### config.mk
export PLATFORM = sky130hd
export DESIGN_NAME = mul_seq_8bit
export DESIGN_NICKNAME = d
export VERILOG_FILES = /design/src/rtl/mul_pkg.sv /design/src/rtl/mul_2bit.sv /design/src/rtl/mul_seq_8bit.sv
export SDC_FILE = /design/constraint.sdc
export NUM_CORES = 1
export LEC_CHECK = 0
export ABC_CLOCK_PERIOD_IN_PS = 4600
export CAP_MARGIN = 30
export CORE_UTILIZATION = 55
export DETAILED_ROUTE_END_ITERATION = 10
export GPL_TIMING_DRIVEN = 0
export PLACE_DENSITY = 0.84
export SLEW_MARGIN = 40
export SYNTH_ARGS = -nofsm -noshare
export SYNTH_HDL_FRONTEND = slang
export SYNTH_HIERARCHICAL = 1
export SYNTH_SLANG_ARGS = --single-unit
export TNS_END_PERCENT = 10
### constraint.sdc
create_clock -name clk -period 4.6 [get_ports clk]
set_input_delay 0.92 -clock clk [delete_from_list [all_inputs] [get_ports clk]]
set_output_delay 0.92 -clock clk [all_outputs]
set_load 0.005 [all_outputs]
### src/rtl/mul_pkg.sv
// Shared types and constants for the sequential 2-bit-digit multiplier.
package mul_pkg;

    typedef enum logic [1:0] {
        StIdle,
        StRun,
        StDone
    } state_e;

    localparam int unsigned DefWidth = 8;

    // Number of 2-bit digits in one operand.
    function automatic int unsigned digit_count(input int unsigned width);
        return width / 2;
    endfunction

endpackage

### src/rtl/mul_2bit.sv
// Combinational 2x2-bit unsigned multiplier; the single digit-product unit.
module mul_2bit (
    input  logic [1:0] i_a,
    input  logic [1:0] i_b,
    output logic [3:0] o_p
);

    assign o_p = {2'b00, i_a} * {2'b00, i_b};

endmodule

### src/rtl/mul_seq_8bit.sv
// Sequential unsigned multiplier: accumulates one 2-bit digit-pair product per cycle
// with a valid/ready handshake on both the operand and product sides.
module mul_seq_8bit
    import mul_pkg::*;
#(
    parameter int unsigned WIDTH = DefWidth
) (
    input  logic               clk,
    input  logic               rst_n,
    input  logic               in_valid,
    output logic               in_ready,
    input  logic [WIDTH-1:0]   a,
    input  logic [WIDTH-1:0]   b,
    output logic               out_valid,
    input  logic               out_ready,
    output logic [2*WIDTH-1:0] product
);

    localparam int unsigned Digits  = digit_count(WIDTH);
    localparam int unsigned Pairs   = Digits * Digits;
    localparam int unsigned CntW    = $clog2(Pairs);
    localparam int unsigned ProdW   = 2 * WIDTH;
    localparam logic [CntW-1:0] LastCnt = CntW'(Pairs - 1);

    state_e             r_state, w_state_d;
    logic [WIDTH-1:0]   r_a, r_b, w_a_d, w_b_d;
    logic [ProdW-1:0]   r_acc, w_acc_d;
    logic [CntW-1:0]    r_cnt, w_cnt_d;

    int unsigned        w_i, w_j;
    logic [1:0]         w_a_dig, w_b_dig;
    logic [3:0]         w_pp;
    logic [ProdW-1:0]   w_term;

    // Counter is j-major: the a-digit index i runs fastest.
    assign w_i     = 32'(r_cnt) % Digits;
    assign w_j     = 32'(r_cnt) / Digits;
    assign w_a_dig = 2'(r_a >> (2 * w_i));
    assign w_b_dig = 2'(r_b >> (2 * w_j));
    assign w_term  = ProdW'(w_pp) << (2 * (w_i + w_j));

    mul_2bit u_mul_2bit (
        .i_a (w_a_dig),
        .i_b (w_b_dig),
        .o_p (w_pp)
    );

    always_comb begin
        w_state_d = r_state;
        w_a_d     = r_a;
        w_b_d     = r_b;
        w_acc_d   = r_acc;
        w_cnt_d   = r_cnt;
        in_ready  = 1'b0;
        out_valid = 1'b0;
        unique case (r_state)
            StIdle: begin
                in_ready = 1'b1;
                if (in_valid) begin
                    w_a_d     = a;
                    w_b_d     = b;
                    w_acc_d   = '0;
                    w_cnt_d   = '0;
                    w_state_d = StRun;
                end
            end
            StRun: begin
                w_acc_d = r_acc + w_term;
                if (r_cnt == LastCnt) begin
                    w_cnt_d   = '0;
                    w_state_d = StDone;
                end else begin
                    w_cnt_d = r_cnt + CntW'(1);
                end
            end
            StDone: begin
                out_valid = 1'b1;
                if (out_ready) begin
                    w_state_d = StIdle;
                end
            end
            default: w_state_d = StIdle;
        endcase
    end

    always_ff @(posedge clk or negedge rst_n) begin
        if (!rst_n) begin
            r_state <= StIdle;
            r_a     <= '0;
            r_b     <= '0;
            r_acc   <= '0;
            r_cnt   <= '0;
        end else begin
            r_state <= w_state_d;
            r_a     <= w_a_d;
            r_b     <= w_b_d;
            r_acc   <= w_acc_d;
            r_cnt   <= w_cnt_d;
        end
    end

    assign product = r_acc;

endmodule

==> impl_metrics.env <==
export IMPL_status="finished with violations"
export IMPL_violations="design-rule violations"
export IMPL_grt_max_degree=39
export IMPL_finalHoldViolations=0
export IMPL_port_buffers=37
export IMPL_timing_rr_start="r_cnt[2]"
export IMPL_start_kind="register"
export IMPL_gp_congestion=0.922
export IMPL_stdcell_area_sq_um=3170
export IMPL_powerDensity_nw_per_um2=718
export IMPL_drive_above_1_share=0.0698
export IMPL_pin_count=38
export IMPL_fin_cells=367
export IMPL_first_iter_violations=171
export IMPL_viasPerCell=6.02
export IMPL_reg2regPathDepth=13
export IMPL_synth_cells=270
export IMPL_synth_nets=311
export IMPL_worst_pin_slew_ps=822
export IMPL_drt_wl_total_um=6100
export IMPL_whs_ps=492
export IMPL_power_mw=2.28
export IMPL_vias=2210
export IMPL_path_clk_slew_ps=80
export IMPL_initial_utilization=0.585
export IMPL_cts_tree="built"
export IMPL_cts_resized=0
export IMPL_cpMostUsedCell="ha_1"
export IMPL_hold_buffers=0
export IMPL_design_die_area_sq_um=5010
export IMPL_synthTopCellsByArea="dfrtp_1, ha_1, mux2_1, nand2_1, mux4_2"
export IMPL_antenna_found_initial=0
export IMPL_cp_num_cells=13
export IMPL_timing_final_crit_share=0.858
export IMPL_synthFlopType="dfrtp_1"
export IMPL_die_w_um=70.8
export IMPL_worstHoldPathType="register to register"
export IMPL_cp_startpoint="r_cnt[2]"
export IMPL_irDropWorstVdd_v=0.000329
export IMPL_grt_pass1_vias=2261
export IMPL_htree_levels=2
export IMPL_worstSetupPathType="register to register"
export IMPL_fmax_mhz=253
export IMPL_min_period_ps=3950
export IMPL_crit_buf_inv=1
export IMPL_die_h_um=70.8
export IMPL_setup_tns_final_ps=0
export IMPL_finClkSkew_ps=9.91
export IMPL_grt_usage=0.263
export IMPL_crit_chain="clkbuf_1, mux4_2, and2_1, ha_1, ha_1, mux2i_1, nor2_1, ha_1, and2b_1, o211ai_2, a31oi_2, a211oi_1, a221o_1"
export IMPL_hold_depth=1
export IMPL_dpl_cell_count=359
export IMPL_synth_async_reset_ratio=1.00
export IMPL_ys_types=53
export IMPL_dp_hpwl_um=4380
export IMPL_clock_latency_ps=300
export IMPL_cts_root_buf="clkbuf_8"
export IMPL_place_area_sq_um=3030
export IMPL_p_leak_nw=1.44
export IMPL_cts_buffers=5
export IMPL_synth_edf_count=0
export IMPL_routedWlPerCell_um=16.6
export IMPL_critPathArrivalTime_ps=4130
export IMPL_area_growth_pct=21.9
export IMPL_synth_avg_cell_area_sq_um=9.63
export IMPL_post_synth_top_area_fraction=0.366
export IMPL_crit_family="compound AO/OA/AOI/OAI gates"
export IMPL_grt_pass1_wl_um=10300
export IMPL_syn_cell_area_sq_um=2600
export IMPL_core_sq_um=4440
export IMPL_synth_area_leader_cell="dfrtp_1"
export IMPL_path_max_fanout=9
export IMPL_yosys_register_bits=38
export IMPL_layout_nets=355
export IMPL_rsz0062_at_grt="no"
export IMPL_slew_viol_final=0
export IMPL_setup_viol=0
export IMPL_crit_path_end_kind="register"
export IMPL_ant_nets=0
export IMPL_drc=9
export IMPL_yosysSeqAreaShare=0.366
export IMPL_num_antenna_cells=0
export IMPL_grt_overflow=0
export IMPL_ys_warn_count=6
export IMPL_cpPeakStageDelay_ps=580
export IMPL_min_from="r_b[5]"
export IMPL_first_pass_iters=7
export IMPL_required_ps=4790
export IMPL_max_cap_viol_count=0
export IMPL_post_cts_buffers=0
export IMPL_fp_row_count=24
export IMPL_cts_buffer_depth=2
export IMPL_cts_sinks=38
export IMPL_slowest_stage="mux4_2"
export IMPL_relSlewSlack=0.451
==> worst register-to-register path: stages (launching register included) <==
cell      delay [ps]
dfrtp_1          350
clkbuf_1         300
mux4_2           580
and2_1           170
ha_1             180
ha_1             320
mux2i_1          310
nor2_1           100
ha_1             350
and2b_1          170
o211ai_2         100
a31oi_2          470
a211oi_1         150
a221o_1          270
==> sequential cells by signal (all words and copies together) (netlist names) <==
name and count:
product 16, r_a 8, r_b 8, r_cnt 4
r_state 2
==> layout make-up <==
cell class,instances,area (sq um)
plain buffers,13,61.3
clock buffers,5,68.8
clock inverters,3,68.8
fillers,351,1270
inverters,9,33.8
multi-input cells,210,1550
flip-flops and latches,38,951
well taps,52,65.1
repair buffers,37,368
==> path summary, 6_finish.rpt <==
path                               endpoint  slack, ps
worst max-delay path             product[8]        650
worst max register to register   product[8]        650
worst min-delay path                 r_b[5]        490
min in group asynchronous        product[3]        560
worst min register to register       r_b[5]        490
max in group asynchronous       product[14]       3700
==> per-stage QoR <==
stage	util	worst slack [ps]
floorplan	-	1110
global placement	0.683	750
detailed placement	0.682	691
CTS	0.713	662
global route	0.713	431
finish	0.713	654
==> power by group <==
part	internal, mW	total [mW]	switching (mW)
combinational	0.603	1.33	0.726
clock	0.217	0.350	0.133
sequential	0.482	0.597	0.115
total	1.30	2.28	0.973
==> layer usage <==
metal,GRT usage,share of wire,vias up
met1,0.331,0.44,1040
met2,0.456,0.49,75
li1,-,-,1077
met3,0.0442,0.051,18
met5,0,0,-
met4,0.0956,0.024,0
==> synthesized netlist by cell type, types with 5 or more instances <==
library cell / number
mux2_1: 16
nand2b_1: 8
a21o_1: 6
a31oi_1: 5
and2_1: 7
nand2_1: 32
o21ai_1: 11
ha_1: 19
inv_1: 9
nor2_1: 18
dfrtp_1: 38
a21oi_1: 12
clkbuf_1: 8
xor2_1: 7
==> placed cells by master, fill, tap and decap left out, types with 2 or more instances in the layout <==
master / Yosys / layout
a21o_1: 6 / 6
a21oi_1: 12 / 12
o21ai_1: 11 / 11
or2_1: 2 / 2
nor3_1: 4 / 4
nand2_1: 32 / 32
and3_2: 2 / 2
inv_1: 9 / 9
and2_1: 7 / 7
nand2b_1: 8 / 8
xnor2_1: 2 / 2
nor2b_1: 4 / 4
a211oi_1: 4 / 4
nor2_1: 18 / 18
o21ai_0: 3 / 3
mux2_1: 16 / 16
and3_1: 2 / 2
a221o_1: 2 / 2
clkdlybuf4s50_1: 0 / 36
mux2i_1: 2 / 2
nand4_1: 2 / 2
o21bai_1: 2 / 2
clkbuf_1: 8 / 8
nand3_1: 4 / 4
xor2_1: 7 / 7
mux4_2: 4 / 4
a22o_1: 2 / 2
bufinv_16: 0 / 2
clkbuf_8: 0 / 5
a31oi_1: 5 / 5
ha_1: 19 / 19
buf_2: 4 / 4
dfrtp_1: 38 / 38
o211ai_1: 4 / 4
o22ai_1: 3 / 3
fa_1: 2 / 2
==> logic make-up after synthesis <==
group,after synthesis,share of synthesized area
flops,38,0.366
mux,22,0.112
simple gates,89,0.166
buf+inv,22,0.0366
xor+xnor,9,0.0303
fa+ha+maj,21,0.107
compound gates,69,0.183
No activity file was read; power rests on OpenSTA's default activity.
